===== src/rtl/led_pattern_gen.sv =====
`default_nettype none
// ============================================================================
// led_pattern_gen : NUM_LEDS channels of OFF / ON / BLINK / BREATHE drive from
//                   a shared tick prescaler and a shared PWM counter.
// Revision        : 1.0  initial release
// ============================================================================
module led_pattern_gen #(
   parameter int         CLK_HZ       = 100_000_000,
   parameter int         TICK_HZ      = 1000,
   parameter int         NUM_LEDS     = 4,
   parameter int         CNT_W        = 16,
   parameter int         PWM_W        = 8,
   parameter logic [1:0] RESET_MODE   = 2'b10,
   parameter int         RESET_PERIOD = 500,
   localparam int        CH_W         = (NUM_LEDS > 1) ? $clog2(NUM_LEDS) : 1
) (
   input  logic                CLK100MHZ,
   input  logic                CPU_RESETN,
   input  logic                cfg_we,
   input  logic [CH_W-1:0]     cfg_ch,
   input  logic [1:0]          cfg_mode,
   input  logic [CNT_W-1:0]    cfg_period,
   output logic                tick,
   output logic [NUM_LEDS-1:0] LED
);

   localparam int              DIV          = CLK_HZ / TICK_HZ;
   localparam int              PS_W         = (DIV > 1) ? $clog2(DIV) : 1;
   localparam logic [PS_W-1:0] PS_LAST      = PS_W'(DIV - 1);
   localparam logic [PWM_W-1:0] DUTY_MAX    = '1;
   localparam logic [1:0]      MODE_OFF     = 2'b00;
   localparam logic [1:0]      MODE_ON      = 2'b01;
   localparam logic [1:0]      MODE_BLINK   = 2'b10;
   localparam logic [1:0]      MODE_BREATHE = 2'b11;

   logic [PS_W-1:0]  presc;
   logic [PWM_W-1:0] pwm_cnt;

   always_ff @(posedge CLK100MHZ or negedge CPU_RESETN) begin
      if (!CPU_RESETN) begin
         presc   <= '0;
         tick    <= 1'b0;
         pwm_cnt <= '0;
      end else begin
         tick    <= (presc == PS_LAST);
         presc   <= (presc == PS_LAST) ? '0 : presc + PS_W'(1);
         pwm_cnt <= pwm_cnt + PWM_W'(1);
      end
   end

   for (genvar i = 0; i < NUM_LEDS; i++) begin : g_ch
      logic [1:0]       mode;
      logic [CNT_W-1:0] period;
      logic [CNT_W-1:0] tick_cnt;
      logic [CNT_W-1:0] last_cnt;
      logic [PWM_W-1:0] duty;
      logic             blink_lvl;
      logic             dir;
      logic             led_q;
      logic             hit;
      logic             evt;

      // Channel indices >= NUM_LEDS never match, so such writes fall away here.
      assign hit      = cfg_we && (cfg_ch == CH_W'(i));
      assign last_cnt = (period == '0) ? '0 : period - CNT_W'(1);
      assign evt      = tick && (tick_cnt == last_cnt);

      always_ff @(posedge CLK100MHZ or negedge CPU_RESETN) begin
         if (!CPU_RESETN) begin
            mode      <= RESET_MODE;
            period    <= CNT_W'(RESET_PERIOD);
            tick_cnt  <= '0;
            blink_lvl <= 1'b0;
            duty      <= '0;
            dir       <= 1'b0;
            led_q     <= 1'b0;
         end else begin
            if (hit) begin
               mode      <= cfg_mode;
               period    <= cfg_period;
               tick_cnt  <= '0;
               blink_lvl <= 1'b0;
               duty      <= '0;
               dir       <= 1'b0;
            end else if (tick) begin
               if (evt) begin
                  tick_cnt <= '0;
                  if (mode == MODE_BLINK) begin
                     blink_lvl <= ~blink_lvl;
                  end
                  // Triangle ramp: reverse at either end instead of wrapping.
                  if (mode == MODE_BREATHE) begin
                     if (!dir) begin
                        if (duty == DUTY_MAX) begin
                           dir  <= 1'b1;
                           duty <= duty - PWM_W'(1);
                        end else begin
                           duty <= duty + PWM_W'(1);
                        end
                     end else begin
                        if (duty == '0) begin
                           dir  <= 1'b0;
                           duty <= PWM_W'(1);
                        end else begin
                           duty <= duty - PWM_W'(1);
                        end
                     end
                  end
               end else begin
                  tick_cnt <= tick_cnt + CNT_W'(1);
               end
            end

            case (mode)
               MODE_OFF:   led_q <= 1'b0;
               MODE_ON:    led_q <= 1'b1;
               MODE_BLINK: led_q <= blink_lvl;
               default:    led_q <= (pwm_cnt < duty);
            endcase
         end
      end

      assign LED[i] = led_q;
   end

endmodule
`default_nettype wire

===== config.mk =====
export PLATFORM = sky130hd
export DESIGN_NAME = led_pattern_gen
export DESIGN_NICKNAME = d
export VERILOG_FILES = /design/src/rtl/led_pattern_gen.sv
export SDC_FILE = /design/constraint.sdc
export NUM_CORES = 1
export LEC_CHECK = 0
export CORE_MARGIN = 3
export CORE_UTILIZATION = 53
export CTS_BUF_LIST = sky130_fd_sc_hd__clkbuf_8 sky130_fd_sc_hd__clkbuf_16
export CTS_CLUSTER_SIZE = 30
export DETAILED_ROUTE_END_ITERATION = 8
export PLACE_DENSITY = 0.72
export SLEW_MARGIN = 10
export SYNTH_ARGS = -nofsm -noshare
export SYNTH_HDL_FRONTEND = slang
export SYNTH_SLANG_ARGS = --single-unit

===== constraint.sdc =====
create_clock -name CLK100MHZ -period 3.6 [get_ports CLK100MHZ]
set_clock_uncertainty 0.1 [all_clocks]
set_input_delay 0.36 -clock CLK100MHZ [delete_from_list [all_inputs] [get_ports CLK100MHZ]]
set_output_delay 0.36 -clock CLK100MHZ [all_outputs]
set_load 0.02 [all_outputs]

==> PnR_summary.wiki <==
{| class="wikitable"
! Metric !! Value
|-
| Number of max-slew violations in the final report || 0
|-
| Max-slew headroom at the worst pin || approximately a third
|-
| First-pass GRT wire length || roughly 58000 um
|-
| Number of maximum-capacitance constraint violations || 0
|-
| Number of placed instances with taps included || about 1.9k
|-
| TritonCTS clock tree || built
|-
| Number of violations reported at the end of detailed-routing iteration 0 || 1087
|-
| Initial core utilization || 54.4%
|-
| Highest achievable clock rate || slightly below 0.3 GHz
|-
| PortBufs || 27
|-
| Overall die height || 167 um
|-
| Layout Nets || around 1.7k
|-
| Number of cells traversed by the worst register-to-register path || 10
|-
| Levels on crit path || 10
|-
| Area after DPL || approximately 15000 um2
|-
| Category of the critical setup timing path || reg2reg
|-
| Number of global-route vias before repair || roughly 11k
|-
| Critical path, cell by cell || or4_4 -> buf_6 -> or3_1 -> a2111oi_4 -> a31oi_1 -> a2111oi_2 -> o2111ai_4 -> nor2_8 -> a211oi_1 -> a31o_2
|-
| Top delay family on crit path || compound AO/OA/AOI/OAI gates
|-
| Fraction of synthesis flops using an asynchronous set or reset pin || between 90% and 100%
|-
| Clock input transition at the sequential cells of the worst setup and hold paths || ~0.060 ns
|-
| Top layer in use || met4
|-
| Place WS || -0.00832 ns
|-
| Largest stage delay on the critical path || between 0.5 and 0.6 ns
|-
| Total DRC errors in the routed layout || 0
|-
| Min-Delay Path Class || in2async
|-
| Sum of net half-perimeters after detailed placement || about 24000 um
|-
| Total power after layout || between 6 and 7 mW
|-
| VDD IR max || 0.341 mV
|-
| Ant diodes || 0
|-
| Detailed-routed wire length on met2 || 16400 um
|-
| Final-layout worst hold slack || 0.369 ns
|-
| Die outline width || about 170 um
|-
| Synth Cell Area || roughly 14000 um2
|-
| Post-synth EDFFs || 0
|-
| Global routing usage summed across all routing layers || between 20 and 25%
|-
| Total CTS buffers || 24
|-
| Vias per Instance || 6.06
|-
| Critical Path AT || 3.76 ns
|-
| Number of sinks driven by the clock tree || between 200 and 250
|-
| Top-Level Pins || 28
|-
| Net count after synthesis || between 1.5k and 2k
|-
| Crit path from || g_ch[1].period[3]$_DFFE_PN0P_
|-
| Number of warnings issued by yosys || 0
|-
| Post-layout util || roughly 62%
|-
| Iteration count of the initial detailed-routing pass || 6
|-
| Crit Reg-Reg Endpoint || g_ch[1].duty[7]$_DFFE_PN0P_
|-
| Initial antenna violation count || 0
|-
| Shortest period the worst path allows || about 3.5 ns
|-
| Synth Flop Type || sky130_fd_sc_hd__dfrtp_1
|-
| Area delta synth->final || 13.3%
|-
| Row Count || a little under 60
|-
| Die outline area || 27900 um2
|-
| Final TNS setup || 0 ns
|-
| Final worst-path cycle share || about 96%
|-
| Seq/Total Area, Yosys || ~38%
|-
| WP buf/inv || 1
|-
| Setup WS post-layout || between 0.1 and 0.15 ns
|-
| Flops & latches, synth || around 210
|-
| DRT met1 WL || 15700 um
|-
| Setup repair after global routing missed its margin || yes
|-
| Largest net degree at the start of global routing || just under 90
|-
| Total number of vias || between 10k and 15k
|-
| Launching point of the worst reg2reg path || g_ch[1].period[3]$_DFFE_PN0P_
|-
| Critical path's slowest cell || sky130_fd_sc_hd__or4_4
|-
| Mean area per synthesized cell || 8.66 um2
|-
| P_leak || 6.61 nW
|-
| Distinct cell type count after synthesis || between 90 and 100
|-
| Number of failing hold endpoints at the final stage || 0
|-
| Transition time at the pin with the least slew margin || approximately 1.0 ns
|-
| Reg2Reg Setup Slack || about 0.14 ns
|-
| Residual antenna-violating net count after detailed routing || 0
|-
| Core region area || ~25000 um2
|-
| Total Wirelength || around 34000 um
|-
| Data required time of the critical path || just under 4 ns
|-
| Average wire length per cell after detail routing || about 18 um
|-
| Post-synthesis instance total || between 1.5k and 2k
|-
| Capture point of the critical path || g_ch[1].duty[7]$_DFFE_PN0P_
|-
| Post-layout instance area || approximately 16000 um2
|-
| Non-filler cells in the finished layout || slightly below 2k
|-
| Later-pin clock latency in the skew report || 0.52 ns
|-
| Number of buffers on the longest clock path || 3
|-
| Crit Path Max Fanout || 14
|-
| Final estimated routing congestion in global placement || ~0.93
|-
| Power density normalized to cell area || between 400 and 500 nW/um2
|-
| CTS H-tree lvls || 1
|-
| # setup viols final || 0
|-
| Critical Path End Type || flip-flop
|-
| Root buffer cell || sky130_fd_sc_hd__clkbuf_16
|-
| Result of the run || complete, no violations
|-
| Overflow left after global routing || 0
|-
| Layout cells sized above 1 || 12.5%
|-
| Category of the worst setup path launch point || flip-flop
|-
| Detailed route wirelength on metal3 || about 1700 um
|}
how the worst min path moves through the flow:
stage                              from                              end  slack, ns  cells after the start
after global routing      cfg_period[8]    g_ch[1].period[8]$_DFFE_PN1P_       0.39                      3
final                        CPU_RESETN  g_ch[2].tick_cnt[7]$_DFFE_PN0P_       0.37                      2
after CTS                 cfg_period[8]    g_ch[3].period[8]$_DFFE_PN1P_       0.36                      3
after detailed placement     CPU_RESETN  g_ch[2].tick_cnt[4]$_DFFE_PN0P_       0.37                      1
after floorplan              CPU_RESETN    g_ch[0].blink_lvl$_DFFE_PN0P_      -0.04                      0
after global placement       CPU_RESETN  g_ch[2].tick_cnt[7]$_DFFE_PN0P_       0.37                      1
layout by cell type (no fill, tap or decap), types with 14 or more instances in the layout:
cell type	instances
sky130_fd_sc_hd__buf_4	52
sky130_fd_sc_hd__nand3_1	65
sky130_fd_sc_hd__dfrtp_1	178
sky130_fd_sc_hd__clkdlybuf4s50_1	26
sky130_fd_sc_hd__dfstp_2	28
sky130_fd_sc_hd__nor3_1	38
sky130_fd_sc_hd__o21ai_0	56
sky130_fd_sc_hd__nand2_1	238
sky130_fd_sc_hd__a211oi_1	17
sky130_fd_sc_hd__nand4_1	39
sky130_fd_sc_hd__nor2_1	160
sky130_fd_sc_hd__or3_1	20
sky130_fd_sc_hd__nor4_1	25
sky130_fd_sc_hd__xnor2_1	78
sky130_fd_sc_hd__mux2_2	23
sky130_fd_sc_hd__and4_1	16
sky130_fd_sc_hd__a21oi_1	43
sky130_fd_sc_hd__nand2b_1	17
sky130_fd_sc_hd__ha_1	49
sky130_fd_sc_hd__xor2_1	62
sky130_fd_sc_hd__inv_1	59
sky130_fd_sc_hd__and2_1	14
sky130_fd_sc_hd__and3_1	23
sky130_fd_sc_hd__clkbuf_16	25
repair_timing:
action,CTS,global route
setup endpoints to repair,1,51
hold buffers,1,0
hold endpoints to repair,76,0
buffers inserted,1,3
pin swaps,2,10
resized for setup,5,25
gates cloned,0,1
area by class of cell:
type	count	area, um2
clock buffer	28	667
timing repair buffer	87	797
inverter	56	210
tap	330	413
fill	2147	9720
sequential	206	5190
multi-input combinational	1244	8160
clock inverter	16	170
logic make-up after synthesis:
group	share of synthesized area, %
DFF	37.7
muxes	2.75
adders and majority gates	4.54
and+or+nand+nor	27.8
buffers and inverters	4.13
xor gates and xnor gates	9.90
AOI/OAI and AO/OA	13.2
where the power goes:
part,total (mW),internal (mW),leakage [nW],switching (mW)
registers,2.78,2.52,2.66,0.260
clock network,2.56,1.54,0.417,1.01
logic,1.30,0.594,3.53,0.702
metal layers:
layer / vias to the layer above / GRT usage [%]
li1: 5710 / -
met5: - / 0
met2: 295 / 40.8
met1: 5855 / 33.8
met3: 51 / 3.16
met4: 0 / 5.76
flip-flops by register name, indices dropped and copies added, names as in the netlist:
name	flops
tick	1
g_ch.mode	8
g_ch.period	64
g_ch.dir	4
g_ch.led_q	4
pwm_cnt	8
g_ch.tick_cnt	64
g_ch.duty	32
presc	17
g_ch.blink_lvl	4
Yosys cell counts (11+ instances only):
cell type / instances / area share [%]
sky130_fd_sc_hd__xnor2_1: 78 / 5.0
sky130_fd_sc_hd__mux2_2: 23 / 1.9
sky130_fd_sc_hd__inv_1: 56 / 1.5
sky130_fd_sc_hd__a21o_1: 12 / 0.65
sky130_fd_sc_hd__nor4b_1: 11 / 0.70
sky130_fd_sc_hd__a21oi_1: 44 / 1.6
sky130_fd_sc_hd__ha_1: 50 / 4.5
sky130_fd_sc_hd__nand4_1: 39 / 1.8
sky130_fd_sc_hd__nor2_1: 161 / 4.4
sky130_fd_sc_hd__and2_1: 15 / 0.68
sky130_fd_sc_hd__dfstp_2: 28 / 5.3
sky130_fd_sc_hd__xor2_1: 62 / 3.9
sky130_fd_sc_hd__mux2i_1: 12 / 0.87
sky130_fd_sc_hd__clkbuf_1: 69 / 1.9
sky130_fd_sc_hd__nor4_1: 30 / 1.4
sky130_fd_sc_hd__nand2_1: 238 / 6.5
sky130_fd_sc_hd__and4_1: 17 / 1.1
sky130_fd_sc_hd__o21ai_0: 59 / 2.1
sky130_fd_sc_hd__and3_1: 23 / 1.0
sky130_fd_sc_hd__a31oi_1: 13 / 0.59
sky130_fd_sc_hd__nor3_1: 38 / 1.4
sky130_fd_sc_hd__a211oi_1: 17 / 0.93
sky130_fd_sc_hd__nand2b_1: 17 / 0.77
sky130_fd_sc_hd__or4_1: 15 / 0.82
sky130_fd_sc_hd__nand3_1: 65 / 2.4
sky130_fd_sc_hd__dfrtp_1: 178 / 32
sky130_fd_sc_hd__or3_1: 20 / 0.91
No activity file was read; power rests on OpenSTA's default activity.
==> patch, RTL diff (config.mk and constraints unchanged) <==
Put one more register stage on the output `LED`, with the module's reset. The value now appears one clock later. The other outputs are not delayed to match.
--- a/src/rtl/led_pattern_gen.sv
+++ b/src/rtl/led_pattern_gen.sv
@@ -34,2 +34,4 @@
    localparam logic [1:0]      MODE_BREATHE = 2'b11;
+
+   logic [NUM_LEDS-1:0] LED_d;
 
@@ -122,3 +124,11 @@
 
-      assign LED[i] = led_q;
+      assign LED_d[i] = led_q;
+   end
+
+   always_ff @(posedge CLK100MHZ or negedge CPU_RESETN) begin
+      if (!CPU_RESETN) begin
+         LED <= '0;
+      end else begin
+         LED <= LED_d;
+      end
    end
Function: changed (Yosys sat finds a counterexample within 4 cycles, from zero or initial values and one cycle with CPU_RESETN low).
==> patch against the unedited design <==
- the flow now finishes with violations (negative setup slack)
- cell area is 6.8% higher
- first-iteration DRC count rose by 4.1%
- worst setup slack lost 220 ps
- cell count up 7.1%
- sequential cell count increased by 4
- total power rose by 4.0%
- area after synthesis increased by 2.4%
- wire length up 13%
- critical path type unchanged
- largest cell class unchanged
- highest routed layer unchanged
==> patch: results (changes against the unedited design) <==
* Outcome: finished, violations left
* Failing checks: negative setup slack
* Port buffer count at 27 (unchanged)
* Peak VDD IR at 0.362 mV (+6.0%)
* Top delay family on crit path: simple AND/OR/NAND/NOR gates
* DRT antenna net count at 0 (unchanged)
* Post-synth cell types at 81 (-12%)
* RePlAce Congestion at 1.00 (+7.1%)
* Sequential area share after synthesis at 37.5% (-0.16 points)
* Pleak at 6.92 nW (+4.7%)
* Area contributors post-synth: dfrtp_1, nand2_1, dfstp_2, xnor2_1, ha_1
* Via count at 12.9k (+8.1%)
* Post-synth net total at 1748 (+5.1%)
* Tot GR Track Use at 26.8% (+2.5 points)
* Ant. Diodes at 0 (unchanged)
* First-pass GRT wire length at 63400 um (+9.8%)
* Max Root-Sink Buffers at 3 (unchanged)
* CP Launch Point: g_ch[0].period[1]
* Worst stage delay on the critical path at ~550 ps
* Commonest cells in the synthesized netlist: nand2_1, dfrtp_1, nor2_1
* Initial antenna violation count at 0 (unchanged)
* Arrival @ worst endpoint at 4030 ps (+270 ps)
* Clock buffer count from CTS at 25 (+4.2%)
* DRT Pass-1 Iters at 6 (unchanged)
* Number of global-route vias before repair at 12.3k (+7.5%)
* CTS Root Cell: clkbuf_16
* Starting DRT DRC Count at 1132 (+4.1%)
* Final setup margin at -79.9 ps (-217 ps)
* Met2 Resource Use GR at 43.6% (+2.8 points)
* Slew headroom at 30.3% (-2.3 points)
* Crit-path slowest cell: or4_4
* DR WL/cell at 18.5 um (+5.6%)
* H-tree levels at 1 (unchanged)
* Yosys warnings at 0 (unchanged)
* Worst Hold Launch: g_ch[3].led_q
* Grt met1 use at 36.8% (+3.0 points)
* Fillers at 2159 (+0.56%)
* Largest net degree at the start of global routing at 113 (+28%)
* Largest regs: g_ch.period x64, g_ch.tick_cnt x64, g_ch.duty x32
* Critical-path maximum fanout at 5 (-9)
* Setup TNS at -1100 ps (-1100 ps)
* DP HPWL at 27500 um (+12%)
* Final setup vio count at 20 (+20)
* Share of cells above drive strength 1 at 16.3% (+3.8 points)
* Setup WS pre-CTS at -151 ps (-143 ps)
* Grt met3 use at 3.20% (+0.036 points)
* Hold crit path type: flop to flop
* Nets at 1826 (+7.9%)
## patch: power breakdown
| group | switching [mW] | internal (mW) |
|---|---|---|
| Sequential | 0.222 | 2.56 |
| Combinational | 0.762 | 0.635 |
| Clock | 1.05 | 1.66 |
## patch: final cells by class
type	instances	area [sq um]	share of cell area, %
multi-input combinational	1320	8620	51.8
sequential	210	5290	31.8
timing repair buffer	141	1230	7.37
clock buffer	30	694	4.17
tap	335	419	2.52
inverter	55	206	1.24
clock inverter	15	198	1.19
## patch: final timing paths
path                                       end  slack (ps)  depth (start not counted)
setup / recovery                   g_ch[0].dir         -80                          8
hold / removal                          LED[3]         250                          0
setup reg to reg                   g_ch[0].dir         -80                          8
hold reg to reg                         LED[3]         250                          0
max in group asynchronous      g_ch[0].mode[1]        2080                          3
min in group asynchronous  g_ch[0].tick_cnt[6]         390                          2
## patch: repair_timing
action / CTS / global route
hold buffers: 1 / 0
buffers inserted: 11 / 10
gates cloned: 1 / 1
pin swaps: 13 / 26
endpoints found under the hold margin: 87 / 0
endpoints found under the setup margin: 44 / 61
resized for setup: 13 / 74
## patch: worst reg2reg max path, delay by kind of cell, from the launching register on
| family | cells | cell delay (ps) |
|---|---|---|
| xor+xnor | 1 | 150 |
| compound gates | 3 | 880 |
| simple gates | 4 | 2070 |
| flops | 1 | 400 |
## patch: through the flow
stage | cells | instance area, sq um
after global placement | 2037 | 15200
after CTS | 2095 | 16200
after global routing | 2106 | 16700
final | 2106 | 16700
after detailed placement | 2037 | 15200
after floorplan | 1675 | 14100
## patch: metal layers
layer	part of all wire, %	wire length [um]	vias to the layer above
li1	-	-	6157
met1	44	17300	6270
met2	46	18100	348
met3	5.0	1960	98
met4	4.1	1600	0
met5	0	0	-
## patch: cells by family (layout without fill, tap and decap cells)
kind of cell | Yosys count | count (layout) | share of synthesized area, %
AOI/OAI and AO/OA | 277 | 278 | 13.3
muxes | 34 | 34 | 2.57
xor gates and xnor gates | 133 | 133 | 8.47
adders and majority gates | 50 | 50 | 4.44
and+or+nand+nor | 825 | 825 | 29.6
DFF | 210 | 210 | 37.5
buffers and inverters | 146 | 241 | 4.06
